[src/rtl/decode_pkg.sv]
// ---------------------------------------------------------------------------
// decode_pkg
// Shared definitions for the RV32I/RV64I decode stage:
//   - base opcode values of the nine recognised instruction classes
//   - bit index of each class inside the one-hot class vector (CLASS_W = 9)
//   - immediate-format enum (IMM_I/S/B/U/J/NONE)
//   - decFields_t, the XLEN-independent part of a decoded entry
//   - classify / immFormat / decodeFields helper functions
// No ports (package).
// ---------------------------------------------------------------------------
package decode_pkg;

   localparam int CLASS_W = 9;

   localparam logic [6:0] OPC_ALUREG = 7'b0110011;
   localparam logic [6:0] OPC_ALUIMM = 7'b0010011;
   localparam logic [6:0] OPC_BRANCH = 7'b1100011;
   localparam logic [6:0] OPC_JALR   = 7'b1100111;
   localparam logic [6:0] OPC_JAL    = 7'b1101111;
   localparam logic [6:0] OPC_AUIPC  = 7'b0010111;
   localparam logic [6:0] OPC_LUI    = 7'b0110111;
   localparam logic [6:0] OPC_LOAD   = 7'b0000011;
   localparam logic [6:0] OPC_STORE  = 7'b0100011;

   localparam int CLS_ALUREG = 0;
   localparam int CLS_ALUIMM = 1;
   localparam int CLS_BRANCH = 2;
   localparam int CLS_JALR   = 3;
   localparam int CLS_JAL    = 4;
   localparam int CLS_AUIPC  = 5;
   localparam int CLS_LUI    = 6;
   localparam int CLS_LOAD   = 7;
   localparam int CLS_STORE  = 8;

   // Classes that architecturally write rd: everything except Branch and Store.
   localparam logic [CLASS_W-1:0] WRITES_RD_MASK = 9'b0_1111_1011;

   typedef enum logic [2:0] {
      IMM_I,
      IMM_S,
      IMM_B,
      IMM_U,
      IMM_J,
      IMM_NONE
   } immFmt_e;

   typedef struct packed {
      logic [4:0]         rd;
      logic [4:0]         rs1;
      logic [4:0]         rs2;
      logic [2:0]         funct3;
      logic               funct7b5;
      logic [CLASS_W-1:0] cls;
      logic               regWrite;
      logic               illegal;
      logic               muldiv;
   } decFields_t;

   // One-hot class of a raw instruction; all zero for an unrecognised encoding.
   function automatic logic [CLASS_W-1:0] classify(input logic [31:0] instr);
      logic [CLASS_W-1:0] cls;
      cls = '0;
      if (instr[1:0] == 2'b11) begin
         case (instr[6:0])
            OPC_ALUREG: cls[CLS_ALUREG] = 1'b1;
            OPC_ALUIMM: cls[CLS_ALUIMM] = 1'b1;
            OPC_BRANCH: cls[CLS_BRANCH] = 1'b1;
            OPC_JALR:   cls[CLS_JALR]   = 1'b1;
            OPC_JAL:    cls[CLS_JAL]    = 1'b1;
            OPC_AUIPC:  cls[CLS_AUIPC]  = 1'b1;
            OPC_LUI:    cls[CLS_LUI]    = 1'b1;
            OPC_LOAD:   cls[CLS_LOAD]   = 1'b1;
            OPC_STORE:  cls[CLS_STORE]  = 1'b1;
            default:    cls = '0;
         endcase
      end
      return cls;
   endfunction

   // Immediate layout selected by class; ALUreg and illegal entries carry no immediate.
   function automatic immFmt_e immFormat(input logic [CLASS_W-1:0] cls);
      immFmt_e fmt;
      if (cls[CLS_ALUIMM] || cls[CLS_JALR] || cls[CLS_LOAD]) begin
         fmt = IMM_I;
      end else if (cls[CLS_STORE]) begin
         fmt = IMM_S;
      end else if (cls[CLS_BRANCH]) begin
         fmt = IMM_B;
      end else if (cls[CLS_LUI] || cls[CLS_AUIPC]) begin
         fmt = IMM_U;
      end else if (cls[CLS_JAL]) begin
         fmt = IMM_J;
      end else begin
         fmt = IMM_NONE;
      end
      return fmt;
   endfunction

   // Field extraction; muldiv is left at 0 here and refined by the stage
   // when the M extension is built in.
   function automatic decFields_t decodeFields(input logic [31:0] instr);
      decFields_t f;
      f.rd       = instr[11:7];
      f.rs1      = instr[19:15];
      f.rs2      = instr[24:20];
      f.funct3   = instr[14:12];
      f.funct7b5 = instr[30];
      f.cls      = classify(instr);
      f.illegal  = (f.cls == '0);
      f.regWrite = (|(f.cls & WRITES_RD_MASK)) && (f.rd != 5'd0);
      f.muldiv   = 1'b0;
      return f;
   endfunction

endpackage

[src/rtl/decode_stage_if.sv]
// ---------------------------------------------------------------------------
// decode_stage_if
// Handshake bundle around the decode stage: the upstream (fetch) side and the
// downstream (register-read/execute) side.
//   upstream   : in_valid, in_ready, in_instr[31:0], in_pc[XLEN-1:0]
//   downstream : out_valid, out_ready, out_pc, out_rd, out_rs1, out_rs2,
//                out_funct3, out_funct7b5, out_imm, out_class[8:0],
//                out_reg_write, out_illegal, out_muldiv
// Modports: slave  = the decode stage itself
//           master = the environment around it (fetch + consumer)
// ---------------------------------------------------------------------------
interface decode_stage_if
   import decode_pkg::*;
#(
   parameter int XLEN = 32
);
   logic               in_valid;
   logic               in_ready;
   logic [31:0]        in_instr;
   logic [XLEN-1:0]    in_pc;

   logic               out_valid;
   logic               out_ready;
   logic [XLEN-1:0]    out_pc;
   logic [4:0]         out_rd;
   logic [4:0]         out_rs1;
   logic [4:0]         out_rs2;
   logic [2:0]         out_funct3;
   logic               out_funct7b5;
   logic [XLEN-1:0]    out_imm;
   logic [CLASS_W-1:0] out_class;
   logic               out_reg_write;
   logic               out_illegal;
   logic               out_muldiv;

   modport slave (
      input  in_valid, in_instr, in_pc, out_ready,
      output in_ready, out_valid, out_pc, out_rd, out_rs1, out_rs2,
             out_funct3, out_funct7b5, out_imm, out_class,
             out_reg_write, out_illegal, out_muldiv
   );

   modport master (
      output in_valid, in_instr, in_pc, out_ready,
      input  in_ready, out_valid, out_pc, out_rd, out_rs1, out_rs2,
             out_funct3, out_funct7b5, out_imm, out_class,
             out_reg_write, out_illegal, out_muldiv
   );

endinterface

[src/rtl/decode_stage_imm_gen.sv]
// ---------------------------------------------------------------------------
// imm_gen
// Combinational immediate generator.
//   instr [31:0]     in  : raw instruction
//   fmt   immFmt_e   in  : immediate layout (I/S/B/U/J/NONE)
//   imm   [XLEN-1:0] out : immediate, sign-extended from instr[31]
// ---------------------------------------------------------------------------
module imm_gen
   import decode_pkg::*;
#(
   parameter int XLEN = 32
)
(
   input  logic [31:0]     instr,
   input  immFmt_e         fmt,
   output logic [XLEN-1:0] imm
);

   logic [31:0] imm32;

   always_comb begin
      imm32 = '0;
      case (fmt)
         IMM_I:   imm32 = {{20{instr[31]}}, instr[31:20]};
         IMM_S:   imm32 = {{20{instr[31]}}, instr[31:25], instr[11:7]};
         IMM_B:   imm32 = {{19{instr[31]}}, instr[31], instr[7], instr[30:25],
                           instr[11:8], 1'b0};
         IMM_U:   imm32 = {instr[31:12], 12'b0};
         IMM_J:   imm32 = {{11{instr[31]}}, instr[31], instr[19:12], instr[20],
                           instr[30:21], 1'b0};
         default: imm32 = '0;
      endcase
   end

   // Every 32-bit form already carries instr[31] in its MSB, so a signed
   // widening cast gives the RV64 sign extension directly.
   assign imm = XLEN'($signed(imm32));

endmodule

[src/rtl/decode_stage.sv]
// ---------------------------------------------------------------------------
// decode_stage
// Registered RV32I/RV64I decode stage with valid/ready on both sides.
// Instructions are decoded combinationally at the input and the results are
// captured on acceptance; the output side only presents stored entries.
//
// Parameters:
//   XLEN  : 32 or 64, width of PC and immediate
//   SKID  : 0 = single output register, in_ready = !out_valid | out_ready
//           1 = two-entry FIFO, in_ready registered ("not full")
//   CNT_W : width of the decoded-instruction counter
// Ports:
//   clk          in  : clock
//   rst_n        in  : synchronous active-low reset
//   flush        in  : drop all held entries and any same-edge input
//   bus          slave modport of decode_stage_if (both handshakes + fields)
//   decoded_cnt  out : entries consumed downstream, wraps modulo 2^CNT_W
// Build option:
//   DECODE_MEXT_EN : when defined, out_muldiv flags ALUreg with
//                    funct7 = 7'b0000001; otherwise out_muldiv is 0.
// ---------------------------------------------------------------------------
module decode_stage
   import decode_pkg::*;
#(
   parameter int XLEN  = 32,
   parameter int SKID  = 0,
   parameter int CNT_W = 32
)
(
   input  logic              clk,
   input  logic              rst_n,
   input  logic              flush,
   decode_stage_if.slave     bus,
   output logic [CNT_W-1:0]  decoded_cnt
);

   localparam int DEPTH = (SKID != 0) ? 2 : 1;

   typedef struct packed {
      logic [XLEN-1:0] pc;
      logic [XLEN-1:0] imm;
      decFields_t      fld;
   } entry_t;

   // ---------------------------------------------------------------- decode
   decFields_t      inFields;
   immFmt_e         inFmt;
   logic [XLEN-1:0] inImm;
   entry_t          newEntry;

   always_comb begin
      inFields = decodeFields(bus.in_instr);
`ifdef DECODE_MEXT_EN
      inFields.muldiv = inFields.cls[CLS_ALUREG] &&
                        (bus.in_instr[31:25] == 7'b0000001);
`endif
   end

   assign inFmt = immFormat(inFields.cls);

   imm_gen #(
      .XLEN (XLEN)
   ) uImmGen (
      .instr (bus.in_instr),
      .fmt   (inFmt),
      .imm   (inImm)
   );

   assign newEntry = '{pc: bus.in_pc, imm: inImm, fld: inFields};

   // ------------------------------------------------------------ entry store
   // Slot 0 is always the head; younger entries sit behind it and shift
   // forward on a pop, so the outputs come straight from slot 0.
   logic [1:0] countReg;
   logic [1:0] countNext;
   logic [1:0] writeIdx;
   logic       push;
   logic       pop;
   logic       inReady;
   logic       outValid;
   entry_t     slotReg  [DEPTH];
   entry_t     slotNext [DEPTH];

   assign outValid = (countReg != 2'd0);
   assign pop      = outValid & bus.out_ready;
   // flush wins over a simultaneous upstream handshake
   assign push     = bus.in_valid & inReady & ~flush;
   // new entry lands just behind whatever survives this edge
   assign writeIdx = countReg - {1'b0, pop};

   always_comb begin
      countNext = countReg + {1'b0, push} - {1'b0, pop};
      if (flush) begin
         countNext = 2'd0;
      end
   end

   genvar gi;
   generate
      for (gi = 0; gi < DEPTH; gi++) begin : gSlot
         if (gi + 1 < DEPTH) begin : gShift
            always_comb begin
               slotNext[gi] = slotReg[gi];
               if (push && (writeIdx == 2'(gi))) begin
                  slotNext[gi] = newEntry;
               end else if (pop && (countReg > 2'(gi + 1))) begin
                  slotNext[gi] = slotReg[gi + 1];
               end
            end
         end else begin : gTail
            always_comb begin
               slotNext[gi] = slotReg[gi];
               if (push && (writeIdx == 2'(gi))) begin
                  slotNext[gi] = newEntry;
               end
            end
         end
      end
   endgenerate

   always_ff @(posedge clk) begin
      if (!rst_n) begin
         countReg    <= 2'd0;
         decoded_cnt <= '0;
         for (int i = 0; i < DEPTH; i++) begin
            slotReg[i] <= '0;
         end
      end else begin
         countReg <= countNext;
         // counts the pop even on a flush edge
         if (pop) begin
            decoded_cnt <= decoded_cnt + CNT_W'(1);
         end
         for (int i = 0; i < DEPTH; i++) begin
            slotReg[i] <= slotNext[i];
         end
      end
   end

   // -------------------------------------------------------------- in_ready
   generate
      if (SKID != 0) begin : gSkidReady
         logic inReadyReg;
         // Registered from the next occupancy, so it drops the cycle after
         // the FIFO fills and never depends on out_ready combinationally.
         always_ff @(posedge clk) begin
            if (!rst_n) begin
               inReadyReg <= 1'b1;
            end else begin
               inReadyReg <= (countNext != 2'd2);
            end
         end
         assign inReady = inReadyReg;
      end else begin : gPassReady
         assign inReady = ~outValid | bus.out_ready;
      end
   endgenerate

   // --------------------------------------------------------------- outputs
   assign bus.in_ready      = inReady;
   assign bus.out_valid     = outValid;
   assign bus.out_pc        = slotReg[0].pc;
   assign bus.out_imm       = slotReg[0].imm;
   assign bus.out_rd        = slotReg[0].fld.rd;
   assign bus.out_rs1       = slotReg[0].fld.rs1;
   assign bus.out_rs2       = slotReg[0].fld.rs2;
   assign bus.out_funct3    = slotReg[0].fld.funct3;
   assign bus.out_funct7b5  = slotReg[0].fld.funct7b5;
   assign bus.out_class     = slotReg[0].fld.cls;
   assign bus.out_reg_write = slotReg[0].fld.regWrite;
   assign bus.out_illegal   = slotReg[0].fld.illegal;
   assign bus.out_muldiv    = slotReg[0].fld.muldiv;

endmodule

[src/flat_wrapper.sv]
// flat-port wrapper written by rule: the top's interface ports become plain ports
module decode_stage_flat import decode_pkg::*;
#(
   parameter int XLEN  = 32,
   parameter int SKID  = 0,
   parameter int CNT_W = 32
)
  (clk, rst_n, flush, decoded_cnt, bus_in_valid, bus_in_instr, bus_in_pc, bus_out_ready, bus_in_ready, bus_out_valid, bus_out_pc, bus_out_rd, bus_out_rs1, bus_out_rs2, bus_out_funct3, bus_out_funct7b5, bus_out_imm, bus_out_class, bus_out_reg_write, bus_out_illegal, bus_out_muldiv);
  decode_stage_if #(.XLEN(XLEN)) bus_i ();
  input  logic clk;
  input  logic rst_n;
  input  logic flush;
  output logic [CNT_W-1:0] decoded_cnt;
  input wire logic [$bits(bus_i.in_valid)-1:0] bus_in_valid;
  input wire logic [$bits(bus_i.in_instr)-1:0] bus_in_instr;
  input wire logic [$bits(bus_i.in_pc)-1:0] bus_in_pc;
  input wire logic [$bits(bus_i.out_ready)-1:0] bus_out_ready;
  output wire logic [$bits(bus_i.in_ready)-1:0] bus_in_ready;
  output wire logic [$bits(bus_i.out_valid)-1:0] bus_out_valid;
  output wire logic [$bits(bus_i.out_pc)-1:0] bus_out_pc;
  output wire logic [$bits(bus_i.out_rd)-1:0] bus_out_rd;
  output wire logic [$bits(bus_i.out_rs1)-1:0] bus_out_rs1;
  output wire logic [$bits(bus_i.out_rs2)-1:0] bus_out_rs2;
  output wire logic [$bits(bus_i.out_funct3)-1:0] bus_out_funct3;
  output wire logic [$bits(bus_i.out_funct7b5)-1:0] bus_out_funct7b5;
  output wire logic [$bits(bus_i.out_imm)-1:0] bus_out_imm;
  output wire logic [$bits(bus_i.out_class)-1:0] bus_out_class;
  output wire logic [$bits(bus_i.out_reg_write)-1:0] bus_out_reg_write;
  output wire logic [$bits(bus_i.out_illegal)-1:0] bus_out_illegal;
  output wire logic [$bits(bus_i.out_muldiv)-1:0] bus_out_muldiv;
  assign bus_i.in_valid = bus_in_valid;
  assign bus_i.in_instr = bus_in_instr;
  assign bus_i.in_pc = bus_in_pc;
  assign bus_i.out_ready = bus_out_ready;
  assign bus_in_ready = bus_i.in_ready;
  assign bus_out_valid = bus_i.out_valid;
  assign bus_out_pc = bus_i.out_pc;
  assign bus_out_rd = bus_i.out_rd;
  assign bus_out_rs1 = bus_i.out_rs1;
  assign bus_out_rs2 = bus_i.out_rs2;
  assign bus_out_funct3 = bus_i.out_funct3;
  assign bus_out_funct7b5 = bus_i.out_funct7b5;
  assign bus_out_imm = bus_i.out_imm;
  assign bus_out_class = bus_i.out_class;
  assign bus_out_reg_write = bus_i.out_reg_write;
  assign bus_out_illegal = bus_i.out_illegal;
  assign bus_out_muldiv = bus_i.out_muldiv;
  decode_stage #(.XLEN(XLEN), .SKID(SKID), .CNT_W(CNT_W)) u_core (.clk(clk), .rst_n(rst_n), .flush(flush), .bus(bus_i), .decoded_cnt(decoded_cnt));
endmodule
[config.mk]
export PLATFORM = sky130hd
export DESIGN_NAME = decode_stage_flat
export DESIGN_NICKNAME = d
export VERILOG_FILES = /design/src/rtl/decode_pkg.sv /design/src/rtl/decode_stage_if.sv /design/src/rtl/decode_stage_imm_gen.sv /design/src/rtl/decode_stage.sv /design/src/flat_wrapper.sv
export SDC_FILE = /design/constraint.sdc
export NUM_CORES = 1
export LEC_CHECK = 0
export BUFFER_PORTS_ARGS = -buffer_cell sky130_fd_sc_hd__buf_2
export CAP_MARGIN = 30
export CORE_MARGIN = 1.5
export CORE_UTILIZATION = 40
export DETAILED_ROUTE_END_ITERATION = 8
export GPL_TIMING_DRIVEN = 0
export PLACE_DENSITY = 0.67
export RECOVER_POWER = 50
export REMOVE_ABC_BUFFERS = 1
export SYNTH_ARGS = -nofsm -noshare
export SYNTH_HDL_FRONTEND = slang
export SYNTH_SLANG_ARGS = --single-unit
export TNS_END_PERCENT = 10
[constraint.sdc]
create_clock -name clk -period 2.6 [get_ports clk]
set_input_delay 0.26 -clock clk [delete_from_list [all_inputs] [get_ports clk]]
set_output_delay 0.26 -clock clk [all_outputs]
set_load 0.05 [all_outputs]
Word level (Yosys, flattened, before mapping). Memories as Yosys holds them, arrays and structs flattened. Index checks and enable logic that the tools add are counted.

Register bits after elaboration: 34. RAM bits: 95. Input port bits: 69. Output and inout port bits: 129. Word-level logic and storage cells: 62. Memories kept: 1.

Memory list: u_core.slotReg (words 1, bits a word 95, read ports 1, clocked after memory_dff 0, wr ports 1, line decode_stage.sv:81) `entry_t slotReg [DEPTH];`.

$add $sub $neg: 4. Equality and inequality tests: 14. Mux-type cells: 21. Bitwise operators: 7. Reductions and logical operators: 13.

Operators with widths (number): $mux W95 (2); $pmux W32 S5 (1); $reduce_or A95 Y1 (1); $add A32 B1 Y32 const B (1); $eq A7 B6 Y1 const B (3); $eq A7 B7 Y1 const B (3); $eq A7 B5 Y1 const B (2); $mux W1 (13); $mux W3 (4); $logic_not A9 Y1 (1); $mux W9 (1); $eq A7 B2 Y1 const B (1); $reduce_or A7 Y1 (1); $eq A3 B2 Y1 const B (2); $reduce_bool A5 Y1 (1); $sub A2 B1 Y2 (2); $and A1 B1 Y1 (3); $eq A3 B1 Y1 const B (1); $eq A3 B3 Y1 const B (1); $logic_not A3 Y1 (1); $logic_or A1 B1 Y1 (3); $not A1 Y1 (3); $add A2 B1 Y2 (1); $eq A2 B2 Y1 const B (1); other kinds (5) (6).

Longest topological paths before layout. Gate-level depths: netlist of run 1.

Word-level depth: 12. Gate-level depth with buffers: 8. Mapped depth without buffers: 6.

By module. Synthesis of run 1 repeated with hierarchy kept, for this count alone.

Cell total of the unflattened synthesis: 737. Area total of the unflattened synthesis: 5690.5 sq um.

Modules (own cells, without submodules): decode_stage (times used 1, cells an instance 643, area an instance 5149.9 sq um, seq. area each 2562.5 sq um); imm_gen (times used 1, cells an instance 94, area an instance 540.5 sq um, seq. area each 0.0 sq um).

Worst setup path after synthesis of run 1. Ideal clock, no wire load.

Kind: flip-flop to flip-flop. Start: register u_core.countReg[1]. End: memory u_core.slotReg[0][53] in the netlist's numbering. Setup time: 0.070 ns. Arrival: 2.517 ns. Data required time: 2.530 ns. Path slack: 0.013 ns. Cell stages (with the launch flop): 7. Buffers on the path: 2. Period minus slack after synthesis: 2.587 ns. Cell sequence: dfxtp_1 -> o21bai_1 -> nand4_1 -> or4_1 -> buf_2 -> buf_2 -> o2bb2ai_1.

Longest elaborated chain between the ends: 8. Elaborated cells between the ends (all ways): 11. Those cells by class: add/sub: 1; mux: 2; bitwise: 5; reduce/logical: 3.

Ends and longest elaborated chain: start: declaration (line decode_stage.sv:74) `logic [1:0] countReg;`; start signal: assignment (line decode_stage.sv:129) `countReg <= countNext;`; $reduce_bool A2 Y1 (line decode_stage.sv:84) `assign outValid = (countReg != 2'd0);`; $not A1 Y1 (line decode_stage.sv:155) `assign inReady = ~outValid | bus.out_ready;`; $or A1 B1 Y1 (line decode_stage.sv:155); named net bus_in_ready (line flat_wrapper.sv:18) `output wire logic [$bits(bus_i.in_ready)-1:0] bus_in_ready;`; $and A1 B1 Y1 (2 in a row) (line decode_stage.sv:87) `assign push = bus.in_valid & inReady & ~flush;`; $logic_and A1 B1 Y1 (line decode_stage.sv:113) `if (push && (writeIdx == 2'(gi))) begin`; $mux W95; $mux W95 (no source line); end: declaration (line decode_stage.sv:81).

The timed path passes the listed nets, and every way through them passes these cells.

Worst setup path after layout of run 1.
Start: register u_core.countReg[1]. End: memory u_core.slotReg[0][50] in the netlist's numbering.

Elaborated cells between the ends (all ways): 11. Those cells by class: add/sub: 1; mux: 2; bitwise: 5; reduce/logical: 3.

RTL lines: $reduce_bool A2 Y1 (line decode_stage.sv:84); $and A1 B1 Y1 (line decode_stage.sv:85) `assign pop = outValid & bus.out_ready;`; named net u_core.pop (line decode_stage.sv:78) `logic pop;`; $sub A2 B1 Y2 (line decode_stage.sv:89) `assign writeIdx = countReg - {1'b0, pop};`; $logic_not A2 Y1 (line decode_stage.sv:113); $logic_and A1 B1 Y1 (line decode_stage.sv:113); $mux W95; $mux W95 (no source line).

The timed path passes the listed nets, and every way through them passes these cells.

==> results.md, run 1 <==
* Hold crit path type: input pin to flip-flop
* Critical Setup Path Class: flip-flop to flip-flop
* Hold path depth at 2
* Antenna viol nets, final at 0
* Worst-path maximum fanout at 23
* Post-layout min period at 2.47 ns
* Die X-Extent at 118 um
* Layout cells sized above 1 at 15.6%
* Clk_skew at 0.00593 ns
* R2R cell count at 8
* Syn. warnings at 0
* 1st-pass router iterations at 5
* Pwr dens at 687 nW/um2
* RSZ-0062 raised after global routing: true
* CTS sink cnt at 128
* Final hold vios at 0
* First-pass GRT wire length at 24,800 um
* Die area at 14,000 um2
* P&R area growth vs syn at 28.4%
* Post-synth ARST share at 0%
* Initial DRC count at 320
* Post-Syn Instances at 632
* CTS tree: done
* Data arrival time of the critical path at 2.81 ns
* Clk pin slew, worst setup/hold paths at 0.06 ns
* RePlAce Congestion at 0.774
* IO Count at 198
* CTS buffer count at 17
* Main synth FF type: dfxtp_1
* Hold path start: flush
* Routed len/inst at 15.3 um
* Status: completed
* FP Rows at 41
* Mapped Area at 5300 um2
* Commonest non-fill, non-tap cell in the layout: nand2_1
* Slew Viols, Final at 0
* Residual DRC at 0
* Mean Syn Cell Area at 8.39 um2
* Fin cells at 991
* CTS Buffer Depth at 2
* Final period util at 95.0%
* Yosys reg bits at 128
* Nets at 880
* # Max-Cap Violations at 0
* Total track usage at 22.0%
* Initial core utilization at 41.5%
* Core Area at 12,800 um2
* Rel. slew slack at 42.8%
* Setup crit start kind: flip-flop
* Commonest non-fill, non-tap cells in the layout: 136 x nand2_1, 127 x dfxtp_1, 122 x clkbuf_1
* Worst R2R Start: u_core.countReg[1]
* Yosys cell types at 54
* Leak at 0.00239 uW
* Sequential area share after synthesis at 48.3%
* Setup crit end kind: flip-flop
* Root buffer cell: clkbuf_16
* Placed instance area at 6410 um2
* Clock latency on the worst-skew pair at 0.41 ns
* Post-Route WL at 15,200 um
* VDD IR max at 393 uV
* Htree depth at 4
* GRT Residual Overflow at 0
* Port bufs at 196
* Initial antenna violation count at 1
* Setup Viol. Count Final at 0
* HPWL Detailed at 10,600 um
* Vias in the first global route at 5,036
* DR vias/cell at 5.42
* Fmax at 0.405 GHz
* Via Count at 5,372
* Hold_buf cts at 0
* Largest net degree at the start of global routing at 75
* EDFF count, synth at 0
* CP startpoint: u_core.countReg[1]
* Design Area, Final at 6810 um2
* Placed Cells incl. Taps at 957
* Die height at 118 um
* WP data required at 2.94 ns
* Measured slew at the worst slew-check pin at 0.856 ns
==> synth_stat cells (2+ instances only) <==
| cell type | number | area (um2) |
|---|---|---|
| o2bb2ai_1 | 19 | 166 |
| clkbuf_1 | 42 | 158 |
| o21bai_1 | 2 | 15.0 |
| buf_2 | 4 | 20.0 |
| nor2_1 | 21 | 78.8 |
| a22oi_1 | 11 | 82.6 |
| nand3_1 | 10 | 50.1 |
| a21o_1 | 2 | 15.0 |
| a21oi_1 | 96 | 480 |
| a211oi_1 | 2 | 15.0 |
| nand3b_1 | 6 | 45.0 |
| inv_1 | 8 | 30.0 |
| nor4_1 | 6 | 37.5 |
| o31ai_1 | 12 | 90.1 |
| and4_1 | 4 | 35.0 |
| nor3b_1 | 2 | 15.0 |
| or2_2 | 2 | 12.5 |
| dfxtp_1 | 128 | 2560 |
| or4_4 | 2 | 22.5 |
| and2_1 | 4 | 25.0 |
| or3b_2 | 2 | 17.5 |
| nand4_1 | 17 | 106 |
| o21ai_0 | 11 | 55.1 |
| nand2b_1 | 4 | 25.0 |
| o31a_1 | 3 | 26.3 |
| or4_1 | 14 | 105 |
| xnor2_1 | 5 | 43.8 |
| xor2_1 | 5 | 43.8 |
| o21a_1 | 7 | 52.6 |
| nor3_1 | 6 | 30.0 |
| or3_1 | 6 | 37.5 |
| a221oi_1 | 4 | 35.0 |
| mux2i_1 | 5 | 50.1 |
| nor2b_1 | 2 | 12.5 |
| nand2_1 | 136 | 510 |
| ha_1 | 3 | 37.5 |
| buf_1 | 2 | 7.51 |
==> where the power goes <==
group          leakage, uW  total [uW]  switching (uW)  internal (uW)
clock network     0.000244        2000             813           1180
logic              0.00111         625             464            161
registers          0.00104        2060            32.7           2020
total              0.00239        4680            1310           3370
==> stage by stage <==
step / total power, uW / hold slack (ns) / util [%] / setup TNS [ns] / setup WS (ns)
final: 4680 / 0.0462 / 53.3 / 0 / 0.130
after floorplan: 2490 / 0.336 / - / -120.87 / -1.98
after global placement: 2690 / 0.438 / 49.3 / -202.12 / -3.06
after global routing: 4870 / 0.0407 / 53.3 / -0.0271 / -0.0137
after detailed placement: 2730 / 0.441 / 50.2 / -17.53 / -0.904
after CTS: 4730 / 0.0240 / 54.2 / 0 / 0.0379
==> sequential cells by signal, summed over array words and instances (netlist names) <==
name	count
u_core.countReg	2
u_core.slotReg	94
u_core.decoded_cnt	32
==> per-layer routing <==
| metal | share of wire (%) | track usage, % | wire length (um) |
|---|---|---|---|
| met1 | 43 | 27.0 | 6590 |
| met2 | 47 | 34.6 | 7130 |
| met3 | 7.8 | 8.19 | 1190 |
| met4 | 1.8 | 9.53 | 278 |
| met5 | 0 | 0 | 0 |
==> worst max-delay path, cell delays in order, from the launching register on <==
cell,delay [ns]
dfxtp_2,0.36
o21a_2,0.26
ha_1,0.24
xnor2_2,0.21
nand4_1,0.19
buf_8,0.20
buf_8,0.16
or4_4,0.57
o2bb2ai_1,0.19
==> layout make-up <==
type | instances | area, um2
multi-input cells | 446 | 2530
flip-flops and latches | 128 | 2560
fillers | 1278 | 5970
clock inverters | 9 | 47.5
inverters | 9 | 36.3
diodes | 1 | 2.50
clock buffers | 20 | 437
well taps | 172 | 215
repair buffers | 206 | 973
==> cell families (layout without fill, tap and decap cells) <==
| kind of cell | after synthesis | in the layout | share of synthesized area (%) |
|---|---|---|---|
| AND/OR/NAND/NOR | 250 | 251 | 23.0 |
| XOR/XNOR | 10 | 10 | 1.65 |
| other | 1 | 2 | 0.0708 |
| AO/OA/AOI/OAI | 176 | 176 | 20.8 |
| buffers and inverters | 59 | 244 | 4.49 |
| adder cells (fa/ha/maj) | 3 | 3 | 0.708 |
| flip-flops | 128 | 128 | 48.3 |
| multiplexers | 5 | 5 | 0.944 |
==> final timing paths <==
kind                                         endpoint  slack [ns]
worst min-delay path               u_core.countReg[1]        0.05
worst max-delay path            u_core.slotReg[0][50]        0.13
worst min register to register  u_core.slotReg[0][74]        0.45
worst max register to register  u_core.slotReg[0][50]        0.13
==> repair_timing <==
item / 4_1_cts / 5_1_grt
gates resized for setup: 4 / 3
gates cloned: 0 / 1
pin swaps: 1 / 3
buffers inserted: 1 / 2
setup endpoints to repair: 24 / 20
Note: power is estimated with default switching activity, not from simulation.
==> run 2: changes to the inputs <==
--- a/config.mk
+++ b/config.mk
@@ -9,8 +9,8 @@
 export CAP_MARGIN = 30
 export CORE_MARGIN = 1.5
-export CORE_UTILIZATION = 40
+export CORE_UTILIZATION = 45
 export DETAILED_ROUTE_END_ITERATION = 8
 export GPL_TIMING_DRIVEN = 0
-export PLACE_DENSITY = 0.67
+export PLACE_DENSITY = 0.74
 export RECOVER_POWER = 50
 export REMOVE_ABC_BUFFERS = 1
==> constraint.sdc (replaced) <==
create_clock -name clk -period 2.6 [get_ports clk]
set_input_delay 0.26 -clock clk [delete_from_list [all_inputs] [get_ports clk]]
set_output_delay 0.26 -clock clk [all_outputs]
set_load 0.02 [all_outputs]
==> run 2 against run 1 <==
Effect of this change: worst hold slack got worse by 0.0070 ns; sequential cell count unchanged; global-route usage up 2.8 points; power rose by 5.4%; final area grew 2.7%; worst setup slack got worse by 0.063 ns; combinational power down 17%.
==> results.md, run 2 (synthesized netlist as in run 1, its figures left out) <==
* Status: completed
* Clock latency on the worst-skew pair at 0.41 ns
* Cell Chain, Critical Path: o21a_4 -> ha_4 -> xnor2_4 -> nand4_1 -> clkbuf_16 -> buf_8 -> buf_8 -> or4_4 -> o2bb2ai_2
* Core Area at 11,500 um2
* Post-layout min period at 2.53 ns
* IO Count at 198
* Layout cells sized above 1 at 17.0%
* CTS tree: done
* Fmax at 0.395 GHz
* Top cell by count, worst path: buf_8
* GRT Residual Overflow at 0
* Root buffer cell: clkbuf_16
* Slew Viols, Final at 0
* Register area at 2570 um2
* Clock power share at 47.8%
* Htree depth at 4
* DR vias/cell at 5.65
* Via Count at 5,469
* CTS sink cnt at 128
* Design Area, Final at 6990 um2
* Antenna viol nets, final at 0
* CP max stage cell: or4_4
* Vias in the first global route at 5,158
* Total track usage at 24.9%
* Max reg flops at 94
* P&R area growth vs syn at 31.9%
* Final period util at 97.5%
* Port bufs at 196
* Multi-input logic area at 2620 um2
* VDD IR max at 432 uV
* Initial DRC count at 420
* Clk_skew at 0.00572 ns
* Commonest non-fill, non-tap cells in the layout: 136 x nand2_1, 126 x dfxtp_1, 125 x clkbuf_1
* Most flops, register: u_core.slotReg
* Final hold vios at 0
* Setup crit end kind: flip-flop
* Largest stage delay, worst path at 0.60 ns
* Worst path bufs/invs at 3
* RePlAce Congestion at 0.868
* Post-Route WL at 15,700 um
* FP Rows at 39
* Final setup TNS at 0 ns
* Setup Viol. Count Final at 0
* Int Pwr at 3740 uW
* Clk pin slew, worst setup/hold paths at 0.05 ns
* Nets at 886
* Die height at 112 um
* Switching part of the total at 24.1%
* Comb pwr share at 10.5%
* Delay-heaviest family, CP: simple AND/OR/NAND/NOR gates
* Initial core utilization at 46.2%
* Pwr dens at 705 nW/um2
* Largest net degree at the start of global routing at 69
* Total power at 4930 uW
* First-pass GRT wire length at 25,000 um
* Die X-Extent at 112 um
* Rel. slew slack at 6.88%
* Commonest non-fill, non-tap cell in the layout: nand2_1
* Layout fillers at 1,050
* Placed instance area at 6390 um2
* Biggest regs: u_core.slotReg: 94 flops, u_core.decoded_cnt: 32 flops, u_core.countReg: 2 flops
* Die area at 12,400 um2
* Initial antenna violation count at 0
* Measured slew at the worst slew-check pin at 1.40 ns
* Worst-path maximum fanout at 20
* Fin Hold WS at 0.0393 ns
* Setup crit start kind: flip-flop
* Psw at 1190 uW
* CTS Buffer Depth at 2
* Critical Setup Path Class: flip-flop to flip-flop
* Final WS setup at 0.0663 ns
* 1st-pass router iterations at 5
* # Max-Cap Violations at 0
* Routed len/inst at 16.3 um
* Hold crit path type: input pin to flip-flop
* Dpl ws at -0.808 ns
* # diodes at 0
* Hold_buf cts at 0
* Leak at 0.00248 uW
* WP data required at 2.94 ns
* Residual DRC at 0
* HPWL Detailed at 10,600 um
* Part of the power in registers at 41.7%
* Data arrival time of the critical path at 2.87 ns
* CTS buffer count at 17
==> run 2: changes by cell type in the layout (fill, tap and decap cells not counted), moves of 2 or more <==
cell,delta
or4_4,+2
buf_4,+3
clkbuf_8,+2
o2bb2ai_1,-6
o2bb2ai_2,+6
clkinv_2,-4
bufinv_16,+3
buf_2,-2
clkbuf_1,+3
==> run 2: repair_timing <==
item / CTS / global route
buffers inserted: 4 / 2
gates resized for setup: 11 / 11
endpoints found under the setup margin: 26 / 19
pin swaps: 4 / 8
cloned: 4 / 0
==> run 2: area by class of cell <==
type / instances / area share (%)
repair buffers: 210 / 14.5
clock buffers: 23 / 6.69
clock inverters: 7 / 1.57
well taps: 143 / 2.56
inverters: 9 / 0.519
multi-input cells: 448 / 37.4
flip-flops and latches: 128 / 36.7
==> run 2: worst reg2reg max path: stages (launching register included) <==
cell	delay [ns]
dfxtp_4	0.35
o21a_4	0.24
ha_4	0.18
xnor2_4	0.18
nand4_1	0.22
clkbuf_16	0.23
buf_8	0.15
buf_8	0.16
or4_4	0.60
o2bb2ai_2	0.16
==> run 2: power groups by stage <==
stage | Sequential (uW) | Combinational (uW) | Clock (uW)
5_1_grt | 2060 | 563 | 2480
3_5_place_dp | 2100 | 497 | 0
6_report | 2060 | 517 | 2350
2_1_floorplan | 2170 | 185 | 0
4_1_cts | 2050 | 528 | 2390
3_3_place_gp | 2090 | 457 | 0
==> run 2: through the flow <==
stage	utilization, %	cells
finish	61.0	968
detailed placement	55.7	928
CTS	61.8	966
floorplan	-	582
global placement	54.6	921
global route	61.0	968
==> run 2: worst paths after layout <==
check / start / to / slack [ns] / depth (start not counted)
setup reg to reg: u_core.countReg[1] / u_core.slotReg[0][57] / 0.07 / 9
hold / removal: flush / u_core.countReg[1] / 0.04 / 2
hold reg to reg: u_core.slotReg[0][30] / u_core.slotReg[0][30] / 0.45 / 2
setup / recovery: u_core.countReg[1] / u_core.slotReg[0][57] / 0.07 / 9
==> run 2: layer usage <==
metal | global-route usage [%] | up-vias | routed length (um)
li1 | - | 2626 | -
met1 | 29.4 | 2580 | 6510
met2 | 41.1 | 221 | 7530
met3 | 8.11 | 42 | 1260
met4 | 11.4 | 0 | 432
met5 | 0 | - | 0
==> run 3: changes to the inputs <==
PLACE_DENSITY = 0.73   (was 0.74)
SYNTH_HIERARCHICAL = 1   (was not set)
==> run 3 against run 2 <==
Effect of this change: the run now ends with max-capacitance violations, max-slew violations left; clock skew is 0.0043 ns higher; clock-buffer cell count is 3 lower; clock power is 11% higher; highest routed layer unchanged; register-to-register slack better by 0.50 ns; die area is 7.2% higher; core utilization is 0.78 points lower; critical path depth is 1 higher; worst hold slack better by 0.010 ns; cell count is 13% higher; fmax is 9.8% higher; routed wire length is 2.7% lower; area after synthesis is 7.4% higher.
==> results.md, run 3 <==
* CTS sink cnt at 128
* Comb pwr share at 8.1%
* Initial antenna violation count at 0
* Biggest regs: u_core/slotReg: 94 flops, u_core/decoded_cnt: 32 flops, u_core/countReg: 2 flops
* Largest net degree at the start of global routing at 65
* IO Count at 198
* RSZ-0062 raised after global routing: false
* Routed len/inst at 14.0 um
* Slew Viols, Final at 63
* Clock power share at 51.6%
* Setup Viol. Count Final at 0
* Switching part of the total at 22.6%
* Post-synth ARST share at 0%
* Measured slew at the worst slew-check pin at 2.03 ns
* Part of the power in registers at 40.2%
* EDFF count, synth at 0
* Hold_buf cts at 0
* Post_cts resized at 0
* CTS buffer count at 17
* Setup crit start kind: input pin
* Layout cells sized above 1 at 14.4%
* Die X-Extent at 115 um
* Most flops, register: u_core/slotReg
* Antenna viol nets, final at 0
* DR vias/cell at 5.19
* Initial DRC count at 336
* Dpl ws at -0.163 ns
* GRT Residual Overflow at 0
* WP data required at 2.92 ns
* Sequential area share after synthesis at 45.0%
* Yosys top cell by area: dfxtp_1
* P&R area growth vs syn at 28.7%
* Yosys reg bits at 128
* Die area at 13,300 um2
* Clk_skew at 0.0101 ns
* R2R cell count at 4
* Mapped Area at 5690 um2
* Most common cell in the netlist: nand2_1
* First-pass GRT wire length at 24,300 um
* Final period util at 88.7%
* Via Count at 5,664
* Design Area, Final at 7320 um2
* Reg2Reg Setup Slack at 0.57 ns
* Synth area leaders: dfxtp_1 45%, nand2_1 15%, a21oi_1 11%, clkbuf_1 2.5%, nand3_1 1.5%
* Psw at 1140 uW
* Share of the synthesized area in the top cell type at 45.0%
* Rel. slew slack at -35.5%
* Failing checks: max-capacitance violations, max-slew violations
* Fmax at 0.433 GHz
* Port bufs at 196
* Worst-path maximum fanout at 13
* Commonest non-fill, non-tap cell in the layout: nand2_1
* Leak at 0.00271 uW
* Vias in the first global route at 5,095
* Main synth FF type: dfxtp_1
* # Max-Cap Violations at 1
* Final hold vios at 0
* Final setup TNS at 0 ns
* Commonest cells post-synth: 220 x nand2_1, 128 x dfxtp_1, 126 x a21oi_1
* Commonest non-fill, non-tap cells in the layout: 220 x nand2_1, 128 x dfxtp_1, 126 x a21oi_1
* Critical Setup Path Class: input pin to flip-flop
* Hold crit path type: input pin to flip-flop
* Core Area at 12,200 um2
* Mean Syn Cell Area at 7.72 um2
* Post-CTS Setup Bufs at 0
* Final WS setup at 0.293 ns
* Status: complete, but fails checks
* Clock latency on the worst-skew pair at 0.41 ns
* Post-layout min period at 2.31 ns
* Clk pin slew, worst setup/hold paths at 0.06 ns
* Largest stage delay, worst path at 0.48 ns
* VDD IR max at 525 uV
* Initial core utilization at 46.8%
* FP Rows at 40
* Int Pwr at 3920 uW
* Cell Chain, Critical Path: buf_2 -> nand3b_1 -> or3_1 -> o21ai_1 -> buf_6 -> and2_0 -> a21oi_1 -> o22ai_1 -> nand2_1 -> a21oi_1
* Yosys cell types at 57
* Worst R2R Start: u_core/decoded_cnt[4]
* Top cell by count, worst path: a21oi_1
* Pwr dens at 691 nW/um2
* Max reg flops at 94
* CTS tree: done
* Post-Syn Instances at 737
* RePlAce Congestion at 0.837
* Post-Route WL at 15,300 um
* CTS Buffer Depth at 2
* Data arrival time of the critical path at 2.63 ns
* Worst r2r dst: u_core/decoded_cnt[28]
* Setup crit end kind: flip-flop
* Htree depth at 4
* HPWL Detailed at 10,700 um
* CP max stage cell: o21ai_1
* Syn. warnings at 6
* Placed instance area at 6820 um2
* # diodes at 0
* Fin Hold WS at 0.0494 ns
* Residual DRC at 0
* Root buffer cell: clkbuf_16
* 1st-pass router iterations at 4
* Crit path capture: u_core/slotReg[0][49]
* CP startpoint: bus_in_instr[3]
* Die height at 115 um
* Nets at 984
* Total track usage at 22.9%
## run 3: changes by cell type in the layout (fill, tap and decap cells not counted), sizes merged, moves of 9 or more
cell / before / now
nand2: 136 / 220
o2bb2ai: 19 / 0
nand2b: 4 / 14
a21oi: 96 / 126
or4: 19 / 8
a22oi: 11 / 0
o22ai: 0 / 12
nand4: 17 / 8
## run 3: kinds of logic after synthesis
logic type,after synthesis,synth area share [%]
other,1,0.0659
AOI/OAI and AO/OA,170,16.7
DFF,128,45.0
muxes,10,1.85
adders and majority gates,4,0.858
and+or+nand+nor,347,28.7
buffers and inverters,64,4.79
xor gates and xnor gates,13,2.00
## run 3: layout make-up
cell class,count,area (um2)
repair buffers,207,981
clock buffers,20,467
well taps,168,210
multi-input cells,545,2870
clock inverters,11,185
fillers,1201,4840
inverters,13,48.8
flip-flops and latches,128,2560
## run 3: worst min path at each step
stage / startpoint / endpoint / cells after the start
final: flush / u_core/countReg[1] / 2
after detailed placement: u_core/slotReg[0][91] / u_core/slotReg[0][91] / 2
after global placement: u_core/slotReg[0][8] / u_core/slotReg[0][8] / 2
after global routing: flush / u_core/countReg[1] / 2
after floorplan: flush / u_core/countReg[0] / 1
after CTS: flush / u_core/countReg[1] / 2
## run 3: worst max-delay path: cells and delay by family
family          cells  cell delay [ns]
simple gates        4             1.07
compound gates      4             0.92
buf+inv             2             0.36
## run 3: through the flow
step	cells	util (%)	power (uW)
2_1_floorplan	686	-	2300
5_1_grt	1092	60.2	5250
3_5_place_dp	1061	56.1	2500
3_3_place_gp	1050	54.7	2480
6_report	1092	60.2	5060
4_1_cts	1092	61.5	5120
## run 3: routing by layer
metal	vias up	GRT usage [%]	share of wire [%]
li1	2871	-	-
met1	2609	28.1	44
met2	165	36.9	47
met3	19	8.42	7.4
met4	0	8.64	1.6
met5	-	0	0
## run 3: power groups by stage
stage                     logic, uW  registers (uW)  clock network, uW
after floorplan                 170            2130                  0
after global placement          404            2070                  0
after detailed placement        424            2080                  0
after CTS                       426            2030               2660
after global routing            453            2040               2760
final                           412            2040               2610
